$ cat config.mk
export PLATFORM = sky130hd
export DESIGN_NAME = sd_cmd_tx
export DESIGN_NICKNAME = d
export VERILOG_FILES = /design/src/rtl/sd_cmd_tx_pkg.sv /design/src/rtl/sd_cmd_tx_crc7.sv /design/src/rtl/sd_cmd_tx.sv
export SDC_FILE = /design/constraint.sdc
export NUM_CORES = 1
export LEC_CHECK = 0
export ABC_AREA = 1
export BUFFER_PORTS_ARGS = -buffer_cell sky130_fd_sc_hd__buf_4
export CORE_MARGIN = 2
export CORE_UTILIZATION = 45
export DETAILED_ROUTE_END_ITERATION = 10
export GPL_TIMING_DRIVEN = 0
export PLACE_DENSITY = 0.73
export SLEW_MARGIN = 20
export SYNTH_ARGS = -nofsm -noshare
export SYNTH_HDL_FRONTEND = slang
export SYNTH_SLANG_ARGS = --single-unit
$ cat constraint.sdc
create_clock -name clk -period 2.7 [get_ports clk]
set_input_delay 0.675 -clock clk [delete_from_list [all_inputs] [get_ports clk]]
set_output_delay 0.675 -clock clk [all_outputs]
set_load 0.05 [all_outputs]
$ cat src/rtl/sd_cmd_tx_pkg.sv
// Shared SD definitions: frame geometry, CRC7 polynomial, transmitter state
// encoding and a helper that assembles the fixed part of a command frame.
package sd_cmd_tx_pkg;

   localparam int SD_CMD_FRAME_BITS   = 48;
   localparam int SD_CMD_PAYLOAD_BITS = 40;
   localparam int SD_CRC7_BITS        = 7;

   // x^7 + x^3 + 1, with the x^7 term implied by the shift-out.
   localparam logic [SD_CRC7_BITS-1:0] SD_CRC7_POLY = 7'h09;

   // Transmitter states.
   localparam logic [2:0] ST_IDLE = 3'd0;
   localparam logic [2:0] ST_SEND = 3'd1;
   localparam logic [2:0] ST_CRC  = 3'd2;
   localparam logic [2:0] ST_END  = 3'd3;
   localparam logic [2:0] ST_GAP  = 3'd4;

   // Start bit, transmission bit, index and argument. The CRC field is left
   // zero; it is sent from the CRC7 block and never from this register.
   function automatic logic [SD_CMD_FRAME_BITS-1:0] sd_cmd_header(
      input logic [5:0]  index,
      input logic [31:0] arg
   );
      return {1'b0, 1'b1, index, arg, {SD_CRC7_BITS{1'b0}}, 1'b1};
   endfunction

endpackage

$ cat src/rtl/sd_cmd_tx_crc7.sv
// Serial CRC7 generator for SD command frames. While en=1 each cycle shifts
// one message bit in; while en=0 the remainder is cleared, so a fresh frame
// always starts from zero.
module sd_cmd_tx_crc7
   import sd_cmd_tx_pkg::*;
(
   input  logic                    clk,
   input  logic                    rst,
   input  logic                    en,
   input  logic                    din,
   output logic [SD_CRC7_BITS-1:0] d
);

   logic fb;

   assign fb = din ^ d[SD_CRC7_BITS-1];

   // Shift the remainder with feedback, or hold it at zero when disabled.
   always_ff @(posedge clk) begin
      // NOTE: clocked blocks use <= so every register samples pre-edge values.
      if (rst || !en) begin
         d <= '0;
      end else begin
         d <= {d[SD_CRC7_BITS-2:0], 1'b0} ^ (fb ? SD_CRC7_POLY : '0);
      end
   end

endmodule

$ cat src/rtl/sd_cmd_tx.sv
// SD CMD-line transmitter. Serialises {start, dir, index, arg, crc7, end}
// MSB-first at one bit per clock, then holds the line high for GAP_BITS
// cycles before releasing it and pulsing done.
module sd_cmd_tx
   import sd_cmd_tx_pkg::*;
#(
   parameter int GAP_BITS = 8
) (
   input  logic        clk,
   input  logic        rst,
   input  logic        cmd_valid,
   output logic        cmd_ready,
   input  logic [5:0]  cmd_index,
   input  logic [31:0] cmd_arg,
   output logic        sd_cmd_out,
   output logic        sd_cmd_oe,
   output logic        done
);

   localparam int GAP_W = (GAP_BITS > 0) ? $clog2(GAP_BITS + 1) : 1;
   localparam logic [GAP_W-1:0] GAP_INIT = GAP_W'((GAP_BITS > 0) ? GAP_BITS - 1 : 0);
   localparam logic [5:0] SEND_INIT = 6'(SD_CMD_PAYLOAD_BITS - 1);
   localparam logic [5:0] CRC_INIT  = 6'(SD_CRC7_BITS - 1);

   logic [2:0]                   state;
   logic [SD_CMD_FRAME_BITS-1:0] shreg;
   logic [5:0]                   bit_cnt;
   logic [GAP_W-1:0]             gap_cnt;
   logic [SD_CRC7_BITS-1:0]      crc_sh;
   logic [SD_CRC7_BITS-1:0]      crc_d;
   logic                         crc_en;
   logic                         accept;

   // Ready only in IDLE and never while reset is held.
   assign cmd_ready = (state == ST_IDLE) && !rst;
   assign accept    = cmd_valid && cmd_ready;
   assign crc_en    = (state == ST_SEND);
   assign sd_cmd_oe = (state != ST_IDLE);

   sd_cmd_tx_crc7 u_crc7 (
      .clk (clk),
      .rst (rst),
      .en  (crc_en),
      .din (shreg[SD_CMD_FRAME_BITS-1]),
      .d   (crc_d)
   );

   // Frame sequencer: loads the command, walks SEND/CRC/END/GAP, pulses done.
   always_ff @(posedge clk) begin
      if (rst) begin
         state   <= ST_IDLE;
         shreg   <= '0;
         bit_cnt <= '0;
         gap_cnt <= '0;
         crc_sh  <= '0;
         done    <= 1'b0;
      end else begin
         done <= 1'b0;
         case (state)
            ST_IDLE: begin
               if (accept) begin
                  shreg   <= sd_cmd_header(cmd_index, cmd_arg);
                  bit_cnt <= SEND_INIT;
                  state   <= ST_SEND;
               end
            end
            ST_SEND: begin
               shreg <= shreg << 1;
               if (bit_cnt == 6'd0) begin
                  bit_cnt <= CRC_INIT;
                  state   <= ST_CRC;
               end else begin
                  bit_cnt <= bit_cnt - 6'd1;
               end
            end
            ST_CRC: begin
               // First CRC cycle sends crc_d[6] directly and parks the rest,
               // since the CRC block clears itself once SEND is left.
               if (bit_cnt == CRC_INIT) begin
                  crc_sh <= {crc_d[SD_CRC7_BITS-2:0], 1'b0};
               end else begin
                  crc_sh <= {crc_sh[SD_CRC7_BITS-2:0], 1'b0};
               end
               if (bit_cnt == 6'd0) begin
                  state <= ST_END;
               end else begin
                  bit_cnt <= bit_cnt - 6'd1;
               end
            end
            ST_END: begin
               if (GAP_BITS == 0) begin
                  state <= ST_IDLE;
                  done  <= 1'b1;
               end else begin
                  gap_cnt <= GAP_INIT;
                  state   <= ST_GAP;
               end
            end
            ST_GAP: begin
               if (gap_cnt == '0) begin
                  state <= ST_IDLE;
                  done  <= 1'b1;
               end else begin
                  gap_cnt <= gap_cnt - 1'b1;
               end
            end
            default: state <= ST_IDLE;
         endcase
      end
   end

   // Line data is a pure mux of registered state; idle line sits high.
   always_comb begin
      // NOTE: default first so every path assigns the output and no latch is inferred.
      sd_cmd_out = 1'b1;
      case (state)
         ST_SEND: sd_cmd_out = shreg[SD_CMD_FRAME_BITS-1];
         ST_CRC:  sd_cmd_out = (bit_cnt == CRC_INIT) ? crc_d[SD_CRC7_BITS-1]
                                                     : crc_sh[SD_CRC7_BITS-1];
         default: sd_cmd_out = 1'b1;
      endcase
   end

endmodule
-- Yosys cells after proc, flatten, opt, wreduce, memory -nomap -nowiden
Index checks and enable logic that the tools add are counted.
- bits in registers: 76
- input port bits: 41
- output and inout bits: 4
- logic and storage cells: 58
- add/subtract/negate cells: 2
- eq/ne operators: 11
- muxes and demuxes: 18
- bitwise gates (word level): 3
- reduce and logical (&&, ||, !) cells: 17
- operators with widths (operator ; count):
    48-bit one-hot mux with 2 select lines ; 1
    48-bit two-way mux ; 1
    6-bit two-way mux ; 3
    6-bit one-hot mux with 3 select lines ; 1
    3-bit one-hot mux with 5 select lines ; 1
    3-bit two-way mux ; 4
    2-bit inequality test, second input constant ; 6
    4-bit two-way mux ; 2
    4-bit one-hot mux with 2 select lines ; 1
    7-bit two-way mux ; 1
    7-bit bitwise XOR ; 1
    3-bit by 2-bit == test with 1-bit output, second input constant ; 2
    6-bit by 3-bit == test with 1-bit output, second input constant ; 1
    6-bit zero test ; 1
    3-bit nonzero test ; 2
    6-bit by 1-bit subtractor with 6-bit output, second input constant ; 1
    4-bit zero test ; 1
    2-bit AND reduction ; 2
    4-bit AND reduction ; 1
    2-bit nonzero test ; 2
    4-bit by 1-bit subtractor with 4-bit output, second input constant ; 1
    3-bit by 1-bit == test with 1-bit output, second input constant ; 1
    3-bit == test, second input constant ; 1
    3-bit zero test ; 1
    other kinds (9) ; 12

-- Logic depth before layout (Yosys ltp)
Gate-level depths: netlist (run 1).
- depth after elaboration: 5
- gate-level depth with buffers: 9
- gate-level depth less buffers: 9

-- By module
From an unflattened synthesis (run 1), not the netlist that was laid out.
- cells, all modules: 459
- area, all modules: 3644.7 um^2
- by module, submodules not included (module ; times used ; cells each ; area each (um^2) ; seq. area each (um^2)):
    sd_cmd_tx ; 1 ; 426 ; 3403.3 ; 1361.3
    sd_cmd_tx_crc7 ; 1 ; 33 ; 241.5 ; 140.1

-- Worst setup path after synthesis (run 1)
OpenSTA, ideal clock, no wires.
- path kind: input-to-output
- from: in rst
- to: out cmd_ready
- arrival time: 1677 ps
- required time: 2025 ps
- slack: 348 ps
- stages on the path: 3
- path buffers: 2
- path through: clkbuf_2 > clkbuf_1 > nor2_1
- longest elaborated chain between the ends: 2
- ends and longest elaborated chain (element ; RTL line ; source):
    start: declaration ; sd_cmd_tx.sv:10 ; input logic rst,
    1-bit zero test ; sd_cmd_tx.sv:35 ; assign cmd_ready = (state == ST_IDLE) && !rst;
    1-bit logical AND ; sd_cmd_tx.sv:35 ;
    end: declaration ; sd_cmd_tx.sv:12 ; output logic cmd_ready,
No other way between the ends.

-- Worst setup path after layout (run 1)
- from: reg state[1]
- to: out sd_cmd_out
- longest elaborated chain between the ends: 2
- elaborated cells on any way between the ends: 3
- classes of those cells: eq/ne: 2; mux: 1
- ends and longest elaborated chain (element ; RTL line ; source):
    start: declaration ; sd_cmd_tx.sv:25 ; logic [2:0] state;
    start signal: assignment ; sd_cmd_tx.sv:51 ; state <= ST_IDLE;
    start signal: assignment ; sd_cmd_tx.sv:64 ; state <= ST_SEND;
    start signal: assignment ; sd_cmd_tx.sv:71 ; state <= ST_CRC;
    3-bit by 2-bit == test with 1-bit output or 3-bit by 1-bit == test with 1-bit output (tied branches) ; sd_cmd_tx.sv:116 ; case (state)
    1-bit one-hot mux with 2 select lines (*) ; sd_cmd_tx.sv:116 ;
    end: declaration ; sd_cmd_tx.sv:15 ; output logic sd_cmd_out,
Mark *: on every way between the ends. The rest lies on a longest branch, timed or not.

==> results of run 1 <==
## per-stage QoR
step,worst slack (ps),hold slack [ps],util [%],std cells,area (um^2)
5_1_grt,136,463,54.5,674,4140
6_report,285,442,54.5,674,4140
3_3_place_gp,467,424,51.8,657,3940
2_1_floorplan,348,408,-,512,3490
3_5_place_dp,452,431,51.8,657,3940
4_1_cts,52.0,444,54.3,673,4130
## logic make-up after synthesis
kind of cell,Yosys count,share of synthesized area (%)
and+or+nand+nor,286,33.6
DFF,75,43.0
buffers and inverters,66,9.22
xor gates and xnor gates,4,1.00
AOI/OAI and AO/OA,78,12.1
adders and majority gates,3,1.08
## worst min-delay path, delay by kind of cell, from the launching register on
kind | cells | cell delay (ps)
flops | 1 | 320
buf+inv | 1 | 50
simple gates | 1 | 30
## flip-flops by register name (all words and copies together) (netlist names)
signal / cells
gap_cnt: 4
crc_sh: 6
shreg: 48
u_crc7.d: 7
done: 1
bit_cnt: 6
state: 3
## layout make-up
cell class	count	area share, %
Buffer	24	3.84
Clock buffer	9	2.99
Clock inverter	7	1.66
Inverter	41	3.84
Multi-Input combinational cell	371	40.2
Sequential cell	75	36.2
Tap cell	102	3.08
Timing Repair Buffer	45	8.15
## synth_stat cells, types with 2 or more instances
| cell | instances | share of area, % |
|---|---|---|
| sky130_fd_sc_hd__nand2_4 | 7 | 2.3 |
| sky130_fd_sc_hd__buf_2 | 10 | 1.4 |
| sky130_fd_sc_hd__inv_1 | 37 | 4.0 |
| sky130_fd_sc_hd__o21ai_1 | 10 | 1.4 |
| sky130_fd_sc_hd__a21oi_1 | 17 | 2.4 |
| sky130_fd_sc_hd__nor3_1 | 3 | 0.43 |
| sky130_fd_sc_hd__clkbuf_1 | 5 | 0.54 |
| sky130_fd_sc_hd__nand4_1 | 5 | 0.90 |
| sky130_fd_sc_hd__dfxtp_1 | 75 | 43 |
| sky130_fd_sc_hd__o22ai_1 | 6 | 1.1 |
| sky130_fd_sc_hd__nand3_1 | 11 | 1.6 |
| sky130_fd_sc_hd__o21ai_2 | 2 | 0.50 |
| sky130_fd_sc_hd__nor2_2 | 3 | 0.54 |
| sky130_fd_sc_hd__clkbuf_2 | 2 | 0.29 |
| sky130_fd_sc_hd__xor2_1 | 2 | 0.50 |
| sky130_fd_sc_hd__nor2_1 | 109 | 12 |
| sky130_fd_sc_hd__buf_4 | 5 | 1.1 |
| sky130_fd_sc_hd__o21ai_0 | 39 | 5.6 |
| sky130_fd_sc_hd__inv_4 | 2 | 0.36 |
| sky130_fd_sc_hd__nand2_1 | 146 | 16 |
| sky130_fd_sc_hd__ha_1 | 3 | 1.1 |
| sky130_fd_sc_hd__inv_2 | 2 | 0.22 |
| sky130_fd_sc_hd__xnor2_1 | 2 | 0.50 |
## routing by layer
layer	wire length, um	global-route usage [%]	vias to the layer above	part of all wire, %
met5	0	0	-	0
met4	101	6.47	0	1.4
met3	280	5.18	10	3.8
met2	3490	32.0	50	47
met1	3530	23.2	1450	48
li1	-	-	1705	-
## power breakdown
group / total, W / internal, W / switching (W)
clock network: 0.000847 / 0.000423 / 0.000424
logic: 0.00199 / 0.000725 / 0.00127
registers: 0.00160 / 0.00142 / 0.000183
total: 0.00444 / 0.00257 / 0.00188
## worst min path at each step
| stage | slack (ps) | end | startpoint | depth (start not counted) |
|---|---|---|---|---|
| finish | 440 | u_crc7.d[1] | u_crc7.d[0] | 2 |
| global route | 460 | u_crc7.d[5] | u_crc7.d[4] | 2 |
| CTS | 440 | u_crc7.d[1] | u_crc7.d[0] | 2 |
| detailed placement | 430 | u_crc7.d[1] | u_crc7.d[0] | 2 |
| global placement | 420 | u_crc7.d[1] | u_crc7.d[0] | 2 |
| floorplan | 410 | u_crc7.d[1] | u_crc7.d[0] | 2 |
==> impl_metrics.env, run 1 <==
export IMPL_total_area_of_multi_input_combinational_cells_um2=1670
export IMPL_reg2reg_to="bit_cnt[3]"
export IMPL_chipWidth_um=92.0
export IMPL_fin_worst_skew_ps=9.79
export IMPL_synth_cell_types=32
export IMPL_post_synth_design_cell_area_um2=3490
export IMPL_p_per_area_nw_per_um2=1070
export IMPL_gp_congestion=0.894
export IMPL_share_of_layout_cells_above_drive_strength_1_pct=17.5
export IMPL_floorplan_io_pins=45
export IMPL_worstSkewPairLatency_ps=360
export IMPL_port_buffer_cells=43
export IMPL_cts_root_buffer_cell="sky130_fd_sc_hd__clkbuf_8"
export IMPL_cts_sink_count=75
export IMPL_timing_final_hold_violations=0
export IMPL_post_synth_cell_area_avg_um2=6.81
export IMPL_worst_endpoint_required_ps=2030
export IMPL_nets=611
export IMPL_ffs_latches_synth=75
export IMPL_final_min_period_over_clock_period_pct=89.4
export IMPL_async_flop_share_pct=0
export IMPL_nFillCells=791
export IMPL_syn_instance_count=512
export IMPL_cts_made_buffers=9
export IMPL_n_antenna_cell=0
export IMPL_first_global_vias=3034
export IMPL_post_cts_setup_buffer_count=0
export IMPL_timing_critical_path_to_type="output pin"
export IMPL_report_final_slew_viol_count=0
export IMPL_setup_viol_count_final=0
export IMPL_ys_flop_type="sky130_fd_sc_hd__dfxtp_1"
export IMPL_ir_worst_vdd_mv=0.526
export IMPL_die_height_um=92.0
export IMPL_maximum_number_of_pins_on_one_net_before_global_route_repair=14
export IMPL_critical_path_max_stage_delay_ps=380
export IMPL_critical_path_startpoint_type="flip-flop"
export IMPL_critical_path_top_delay_family="buffers and inverters"
export IMPL_drt_iter0_drc=123
export IMPL_critical_path_most_common_cell="sky130_fd_sc_hd__buf_4"
export IMPL_row_count=32
export IMPL_leakagePower_nw=1.98
export IMPL_slew_headroom_pct=68.3
export IMPL_fin_tns_setup_ps=0
export IMPL_ys_warn_count=0
export IMPL_cts_tree="yes"
export IMPL_cp_depth=7
export IMPL_detail_route_vias_per_cell=4.77
export IMPL_cts_repair_resized=0
export IMPL_area_growth_pct=18.8
export IMPL_count_of_flip_flops_with_a_built_in_enable_after_synthesis=0
export IMPL_worst_reg2reg_setup_slack_ps=1120
export IMPL_final_min_clock_period_ps=2410
export IMPL_clk_path_buf_depth=2
export IMPL_seq_area_frac_synth_pct=43.0
export IMPL_drt_pass1_iterations=4
export IMPL_critPathKind="reg -> out"
export IMPL_worst_reg_to_reg_cells=7
export IMPL_antenna_violating_nets_post_route=0
export IMPL_antenna_found_initial=0
export IMPL_routed_wl_mm=7.40
export IMPL_grt_use_total_pct=18.9
export IMPL_grt_pass1_wl_mm=13.0
export IMPL_grt_overflow_total=0
export IMPL_final_cell_mix="sky130_fd_sc_hd__nand2_1, sky130_fd_sc_hd__nor2_1, sky130_fd_sc_hd__dfxtp_1"
export IMPL_grt_setup_unrepaired="no"
export IMPL_worst_path_max_delay_cell="sky130_fd_sc_hd__dfxtp_1"
export IMPL_design_core_area_um2=7610
export IMPL_clk_transition_reported_paths_ps=80
export IMPL_detailed_place_hpwl_mm=5.28
export IMPL_crit_path_max_fanout=10
export IMPL_post_layout_total_power_w=0.00444
export IMPL_timing_critical_path_from="state[1]"
export IMPL_worstMarginPinSlew_ps=476
export IMPL_fmax_mhz=414
export IMPL_cp_buffers_inverters=3
export IMPL_crit_path_cell_trace="nor2_2, nand2_4, inv_4, buf_4, nand2_1, nand3_1, buf_4"
export IMPL_vias=3215
export IMPL_worstHoldPathType="reg -> reg"
export IMPL_status="complete, no violations"
export IMPL_htree_levels=3
export IMPL_crit_path_end="sd_cmd_out"
export IMPL_mostFrequentLayoutCell="sky130_fd_sc_hd__nand2_1"
export IMPL_initial_core_util_pct=45.9
export IMPL_start_of_the_worst_register_to_register_path="bit_cnt[0]"
export IMPL_cap_viol_max_count=0
export IMPL_timing_critical_path_arrival_ps=1740
export IMPL_sequential_cell_area_um2=1500
export IMPL_dieArea_um2=8470
export IMPL_routedWlPerCell_um=11.0
export IMPL_drc=0
export IMPL_mappedNetlistNets=556
export IMPL_cts_hold_buffers=0
No activity file was read; power rests on OpenSTA's default activity.
==> inputs of run 2 (changes only) <==
--- a/config.mk
+++ b/config.mk
@@ -12,6 +12,7 @@
 export DETAILED_ROUTE_END_ITERATION = 10
 export GPL_TIMING_DRIVEN = 0
 export PLACE_DENSITY = 0.73
+export RECOVER_POWER = 100
 export SLEW_MARGIN = 20
 export SYNTH_ARGS = -nofsm -noshare
 export SYNTH_HDL_FRONTEND = slang
==> run 2 against run 1 <==
  * Combinational power fell by 4%
  * Worst hold slack worse by 1.1 ps
  * Wire length increased by 0.38%
  * Sequential cell count stayed put
  * Worst setup slack worse by 49 ps
  * Non-clock buffer count is the same
  * Global-route usage is the same
  * Register-to-register slack lost 460 ps
  * Maximum frequency fell by 2.0%
  * Critical endpoint unchanged
  * Largest power group unchanged
==> impl_metrics.env, run 2 (synthesis results as in run 1) <==
export IMPL_critical_path_startpoint_type="flip-flop"
export IMPL_timing_critical_path_to_type="output pin"
export IMPL_total_area_of_multi_input_combinational_cells_um2=1620
export IMPL_antenna_violating_nets_post_route=0
export IMPL_cts_repair_resized=0
export IMPL_share_of_layout_cells_above_drive_strength_1_pct=14.5
export IMPL_final_min_clock_period_ps=2460
export IMPL_drt_pass1_iterations=5
export IMPL_setup_viol_count_final=0
export IMPL_final_cell_mix="sky130_fd_sc_hd__nand2_1, sky130_fd_sc_hd__nor2_1, sky130_fd_sc_hd__dfxtp_1"
export IMPL_chipWidth_um=92.0
export IMPL_cts_tree="yes"
export IMPL_worstHoldPathType="reg -> reg"
export IMPL_grt_setup_unrepaired="no"
export IMPL_drt_iter0_drc=121
export IMPL_clk_transition_reported_paths_ps=80
export IMPL_cts_made_buffers=9
export IMPL_post_layout_total_power_w=0.00435
export IMPL_p_per_area_nw_per_um2=1070
export IMPL_cts_root_buffer_cell="sky130_fd_sc_hd__clkbuf_8"
export IMPL_port_buffer_cells=43
export IMPL_htree_levels=3
export IMPL_maximum_number_of_pins_on_one_net_before_global_route_repair=14
export IMPL_antenna_found_initial=0
export IMPL_stdcell_count=674
export IMPL_grt_overflow_total=0
export IMPL_worstMarginPinSlew_ps=588
export IMPL_largest_register="shreg"
export IMPL_sequential_cell_area_um2=1500
export IMPL_nets=611
export IMPL_final_min_period_over_clock_period_pct=91.2
export IMPL_place_detailed_instances=657
export IMPL_routed_wl_mm=7.43
export IMPL_drc=0
export IMPL_grt_use_total_pct=18.9
export IMPL_detail_route_vias_per_cell=4.81
export IMPL_crit_path_max_fanout=10
export IMPL_largest_register_ffs=48
export IMPL_floorplan_io_pins=45
export IMPL_vias=3241
export IMPL_clk_path_buf_depth=2
export IMPL_design_core_area_um2=7610
export IMPL_largest_registers="shreg: 48 flops, u_crc7.d: 7 flops"
export IMPL_stdcell_area_um2=4070
export IMPL_dieArea_um2=8470
export IMPL_critPathKind="reg -> out"
export IMPL_report_final_slew_viol_count=0
export IMPL_nFillCells=799
export IMPL_ir_worst_vdd_mv=0.519
export IMPL_grt_pass1_wl_mm=13.0
export IMPL_first_global_vias=3034
export IMPL_initial_core_util_pct=45.9
export IMPL_cap_viol_max_count=0
export IMPL_die_height_um=92.0
export IMPL_cts_sink_count=75
export IMPL_detailed_place_hpwl_mm=5.28
export IMPL_timing_critical_path_arrival_ps=1790
export IMPL_routedWlPerCell_um=11.0
export IMPL_leakagePower_nw=1.94
export IMPL_instance_area_after_placement_um2=3940
export IMPL_worst_endpoint_required_ps=2030
export IMPL_fmax_mhz=406
export IMPL_area_growth_pct=16.8
export IMPL_status="complete, no violations"
export IMPL_row_count=32
export IMPL_gp_congestion=0.894
export IMPL_fin_worst_skew_ps=10.9
export IMPL_timing_final_hold_violations=0
export IMPL_slew_headroom_pct=61.0
export IMPL_fin_tns_setup_ps=0
export IMPL_worstSkewPairLatency_ps=350
export IMPL_mostFrequentLayoutCell="sky130_fd_sc_hd__nand2_1"
export IMPL_n_antenna_cell=0
## run 2: cell count changes in the layout (fill, tap and decap cells not counted), moves of 4 or more
cell                       previous run  this run
sky130_fd_sc_hd__buf_4               50        45
sky130_fd_sc_hd__buf_2               10         5
sky130_fd_sc_hd__clkbuf_1             4        13
sky130_fd_sc_hd__nand2_1            146       150
sky130_fd_sc_hd__nand2_4              7         3
## run 2: metal layers
layer  global-route usage, %  vias up  share of wire (%)
met5                       0        -                  0
met4                    6.47        0                1.3
met2                    32.0       68                 48
met3                    5.18       10                4.7
met1                    23.2     1457                 46
li1                        -     1706                  -
## run 2: stage by stage
step	worst slack, ps	util [%]	hold slack (ps)
5_1_grt	69.5	53.6	463
6_report	236	53.6	441
2_1_floorplan	348	-	408
3_5_place_dp	452	51.8	431
3_3_place_gp	467	51.8	424
4_1_cts	52.0	54.3	444
## run 2: worst paths after layout
| kind | slack [ps] | startpoint | depth (start not counted) | end |
|---|---|---|---|---|
| max | 240 | state[1] | 7 | sd_cmd_out |
| min | 440 | u_crc7.d[0] | 2 | u_crc7.d[1] |
| max reg2reg | 660 | state[0] | 9 | shreg[6] |
| min reg2reg | 440 | u_crc7.d[0] | 2 | u_crc7.d[1] |
## run 2: power breakdown
part	switching [W]	internal, W	total [W]
Combinational	0.00124	0.000666	0.00191
Sequential	0.000182	0.00142	0.00160
Clock	0.000424	0.000423	0.000847
Total	0.00185	0.00251	0.00435
## run 2: area by class of cell
cell class | instances | area share, %
well taps | 102 | 3.13
inverters | 41 | 3.90
clock inverters | 7 | 1.69
flip-flops and latches | 75 | 36.9
plain buffers | 24 | 3.44
repair buffers | 45 | 8.08
multi-input cells | 371 | 39.9
clock buffers | 9 | 3.04
## run 2: worst max-delay path, cell delays in order (launching register included)
cell and delay, ps:
sky130_fd_sc_hd__dfxtp_1 380, sky130_fd_sc_hd__nor2_2 190, sky130_fd_sc_hd__nand2_4 120, sky130_fd_sc_hd__inv_4 120
sky130_fd_sc_hd__buf_4 190, sky130_fd_sc_hd__nand2_1 70, sky130_fd_sc_hd__nand3_1 90, sky130_fd_sc_hd__clkbuf_2 280
## run 2: timing repair
action,in CTS,in global routing
hold buffers,0,0
setup endpoints to repair,0,1
buffers inserted,0,2
==> inputs of run 3 (changes only) <==
--- a/config.mk
+++ b/config.mk
@@ -5,14 +5,14 @@
 export SDC_FILE = /design/constraint.sdc
 export NUM_CORES = 1
 export LEC_CHECK = 0
-export ABC_AREA = 1
 export BUFFER_PORTS_ARGS = -buffer_cell sky130_fd_sc_hd__buf_4
 export CORE_MARGIN = 2
-export CORE_UTILIZATION = 45
+export CORE_UTILIZATION = 50
 export DETAILED_ROUTE_END_ITERATION = 10
 export GPL_TIMING_DRIVEN = 0
-export PLACE_DENSITY = 0.73
+export PLACE_DENSITY = 0.79
 export RECOVER_POWER = 100
+export SETUP_SLACK_MARGIN = 0.4
 export SLEW_MARGIN = 20
 export SYNTH_ARGS = -nofsm -noshare
 export SYNTH_HDL_FRONTEND = slang
==> run 3 against run 2 <==
  * Synthesized area decreased by 7.1%
  * Critical path depth decreased by 1
  * Sequential cell count unchanged
  * Register-to-register slack got worse by 130 ps
  * Final cell count decreased by 20%
  * Maximum frequency increased by 1.1%
  * Critical endpoint unchanged
  * Largest power group is now sequential cells
  * Highest routed layer unchanged
==> impl_metrics.env, run 3 <==
export IMPL_grt_setup_unrepaired="yes"
export IMPL_timing_final_hold_violations=0
export IMPL_count_of_flip_flops_with_a_built_in_enable_after_synthesis=0
export IMPL_seq_area_frac_synth_pct=46.3
export IMPL_utilization_pct=64.4
export IMPL_nFillCells=558
export IMPL_worstSkewPairLatency_ps=350
export IMPL_nets=503
export IMPL_detail_route_vias_per_cell=5.61
export IMPL_routedWlPerCell_um=13.7
export IMPL_yosys_top_cells_area="sky130_fd_sc_hd__dfxtp_1, sky130_fd_sc_hd__a311oi_1, sky130_fd_sc_hd__nand2_1"
export IMPL_clk_transition_reported_paths_ps=80
export IMPL_share_of_layout_cells_above_drive_strength_1_pct=19.2
export IMPL_clk_path_buf_depth=2
export IMPL_p_per_area_nw_per_um2=1010
export IMPL_post_synth_design_cell_area_um2=3240
export IMPL_floorplan_io_pins=45
export IMPL_largest_register="shreg"
export IMPL_cts_sink_count=75
export IMPL_leakagePower_nw=1.66
export IMPL_grt_pass1_wl_mm=12.4
export IMPL_largest_register_ffs=48
export IMPL_critical_path_startpoint_type="flip-flop"
export IMPL_drc=0
export IMPL_gp_congestion=0.846
export IMPL_cts_tree="yes"
export IMPL_crit_path_max_fanout=8
export IMPL_largest_registers="shreg: 48 flops, u_crc7.d: 7 flops"
export IMPL_fin_ws_ps=264
export IMPL_post_synth_cell_area_avg_um2=8.29
export IMPL_port_buffer_cells=44
export IMPL_worstHoldPathType="reg -> reg"
export IMPL_mappedNetlistNets=435
export IMPL_vias=3027
export IMPL_die_height_um=84.5
export IMPL_async_flop_share_pct=0
export IMPL_dieArea_um2=7140
export IMPL_yosys_top_cells_count="sky130_fd_sc_hd__nand2_1, sky130_fd_sc_hd__dfxtp_1, sky130_fd_sc_hd__nor2_1, sky130_fd_sc_hd__a311oi_1, sky130_fd_sc_hd__clkbuf_1"
export IMPL_design_core_area_um2=6310
export IMPL_fin_worst_skew_ps=7.07
export IMPL_fin_tns_setup_ps=0
export IMPL_synth_cell_types=46
export IMPL_synth_most_common_cell="sky130_fd_sc_hd__nand2_1"
export IMPL_library_cell_with_the_largest_summed_area_after_synthesis="sky130_fd_sc_hd__dfxtp_1"
export IMPL_critPathKind="reg -> out"
export IMPL_p_switching_w=0.00145
export IMPL_slew_headroom_pct=27.1
export IMPL_report_final_slew_viol_count=0
export IMPL_syn_instance_count=391
export IMPL_grt_overflow_total=0
export IMPL_clock_share_of_power_pct=27.3
export IMPL_p_sw_share_pct=35.3
export IMPL_ir_worst_vdd_mv=0.500
export IMPL_antenna_found_initial=0
export IMPL_status="complete, no violations"
export IMPL_timing_critical_path_to_type="output pin"
export IMPL_p_seq_share_pct=37.0
export IMPL_row_count=29
export IMPL_cts_made_buffers=9
export IMPL_maximum_number_of_pins_on_one_net_before_global_route_repair=13
export IMPL_first_global_vias=2870
export IMPL_yosys_area_top_type_share_pct=46.3
export IMPL_detailed_place_hpwl_mm=5.02
export IMPL_power_combinational_fraction_pct=35.7
export IMPL_cts_root_buffer_cell="sky130_fd_sc_hd__clkbuf_8"
export IMPL_final_min_period_over_clock_period_pct=90.2
export IMPL_ys_flop_type="sky130_fd_sc_hd__dfxtp_1"
export IMPL_cts_hold_buffers=0
export IMPL_setup_viol_count_final=0
export IMPL_area_growth_pct=25.4
export IMPL_dp_slack_ps=86.5
export IMPL_final_min_clock_period_ps=2440
export IMPL_n_antenna_cell=0
export IMPL_worstMarginPinSlew_ps=1080
export IMPL_initial_core_util_pct=51.3
export IMPL_drt_pass1_iterations=6
export IMPL_worst_endpoint_required_ps=2030
export IMPL_final_cell_mix="sky130_fd_sc_hd__nand2_1, sky130_fd_sc_hd__dfxtp_1, sky130_fd_sc_hd__nor2_1"
export IMPL_drt_iter0_drc=194
export IMPL_chipWidth_um=84.5
export IMPL_internal_power_w=0.00266
export IMPL_ffs_latches_synth=75
export IMPL_cap_viol_max_count=0
export IMPL_antenna_violating_nets_post_route=0
export IMPL_htree_levels=3
export IMPL_stdcell_count=540
export IMPL_routed_wl_mm=7.42
export IMPL_timing_critical_path_arrival_ps=1760
export IMPL_ys_warn_count=0
export IMPL_fmax_mhz=410
export IMPL_place_detailed_instances=512
export IMPL_mostFrequentLayoutCell="sky130_fd_sc_hd__nand2_1"
export IMPL_grt_use_total_pct=21.2
[run 3: path summary, 6_finish.rpt]
path	end	start	slack [ps]	cells after the start
worst min-delay path	shreg[37]	shreg[36]	480	2
worst min register to register	shreg[37]	shreg[36]	480	2
worst max register to register	shreg[42]	state[1]	530	8
worst max-delay path	sd_cmd_out	state[2]	260	6
[run 3: logic make-up (layout without fill, tap and decap cells)]
kind of cell | count (synthesis) | after routing | share of synthesized area (%)
buffers and inverters | 38 | 110 | 5.06
and+or+nand+nor | 182 | 182 | 24.6
muxes | 6 | 6 | 1.85
xor gates and xnor gates | 2 | 2 | 0.540
adders and majority gates | 3 | 3 | 1.16
AOI/OAI and AO/OA | 85 | 85 | 20.5
DFF | 75 | 75 | 46.3
[run 3: layout make-up]
type                            instances  area [um^2]  area share (%)
Multi-Input combinational cell        278         1620            39.8
Sequential cell                        75         1500            37.0
Timing Repair Buffer                   57          400            9.85
Buffer                                 32          161            3.97
Clock buffer                           10          138            3.39
Clock inverter                          5          125            3.08
Tap cell                               77         96.3            2.37
Inverter                                6         22.5           0.554
[run 3: power groups by stage]
stage	registers, W	logic [W]	clock network (W)
after global routing	0.00155	0.00163	0.00118
after global placement	0.00152	0.00133	0
after floorplan	0.00149	0.00104	0
final	0.00152	0.00147	0.00112
after detailed placement	0.00153	0.00136	0
after CTS	0.00151	0.00139	0.00113
[run 3: timing repair]
| item | in CTS | in global routing |
|---|---|---|
| endpoints found under the setup margin | 2 | 2 |
| gates cloned | 0 | 0 |
| pin swaps | 1 | 3 |
| resized for setup | 9 | 18 |
| setup buffers | 1 | 12 |
[run 3: critical path, cell delays in order, from the launching register on]
cell,delay [ps]
sky130_fd_sc_hd__dfxtp_1,330
sky130_fd_sc_hd__buf_8,140
sky130_fd_sc_hd__nor3b_4,340
sky130_fd_sc_hd__buf_6,190
sky130_fd_sc_hd__a21oi_4,60
sky130_fd_sc_hd__o21ai_2,60
sky130_fd_sc_hd__clkbuf_2,290
[run 3: routing by layer]
metal / global-route usage, % / vias up / share of wire (%)
li1: - / 1522 / -
met2: 32.7 / 76 / 46
met1: 27.9 / 1415 / 46
met3: 3.83 / 14 / 4.7
met5: 0 / - / 0
met4: 11.8 / 0 / 2.8
[run 3: stage by stage]
stage	hold slack, ps	power, W	area [um^2]
5_1_grt	496	0.00436	4070
2_1_floorplan	428	0.00254	3250
6_report	477	0.00411	4070
3_5_place_dp	466	0.00289	3670
3_3_place_gp	455	0.00285	3670
4_1_cts	479	0.00403	3970
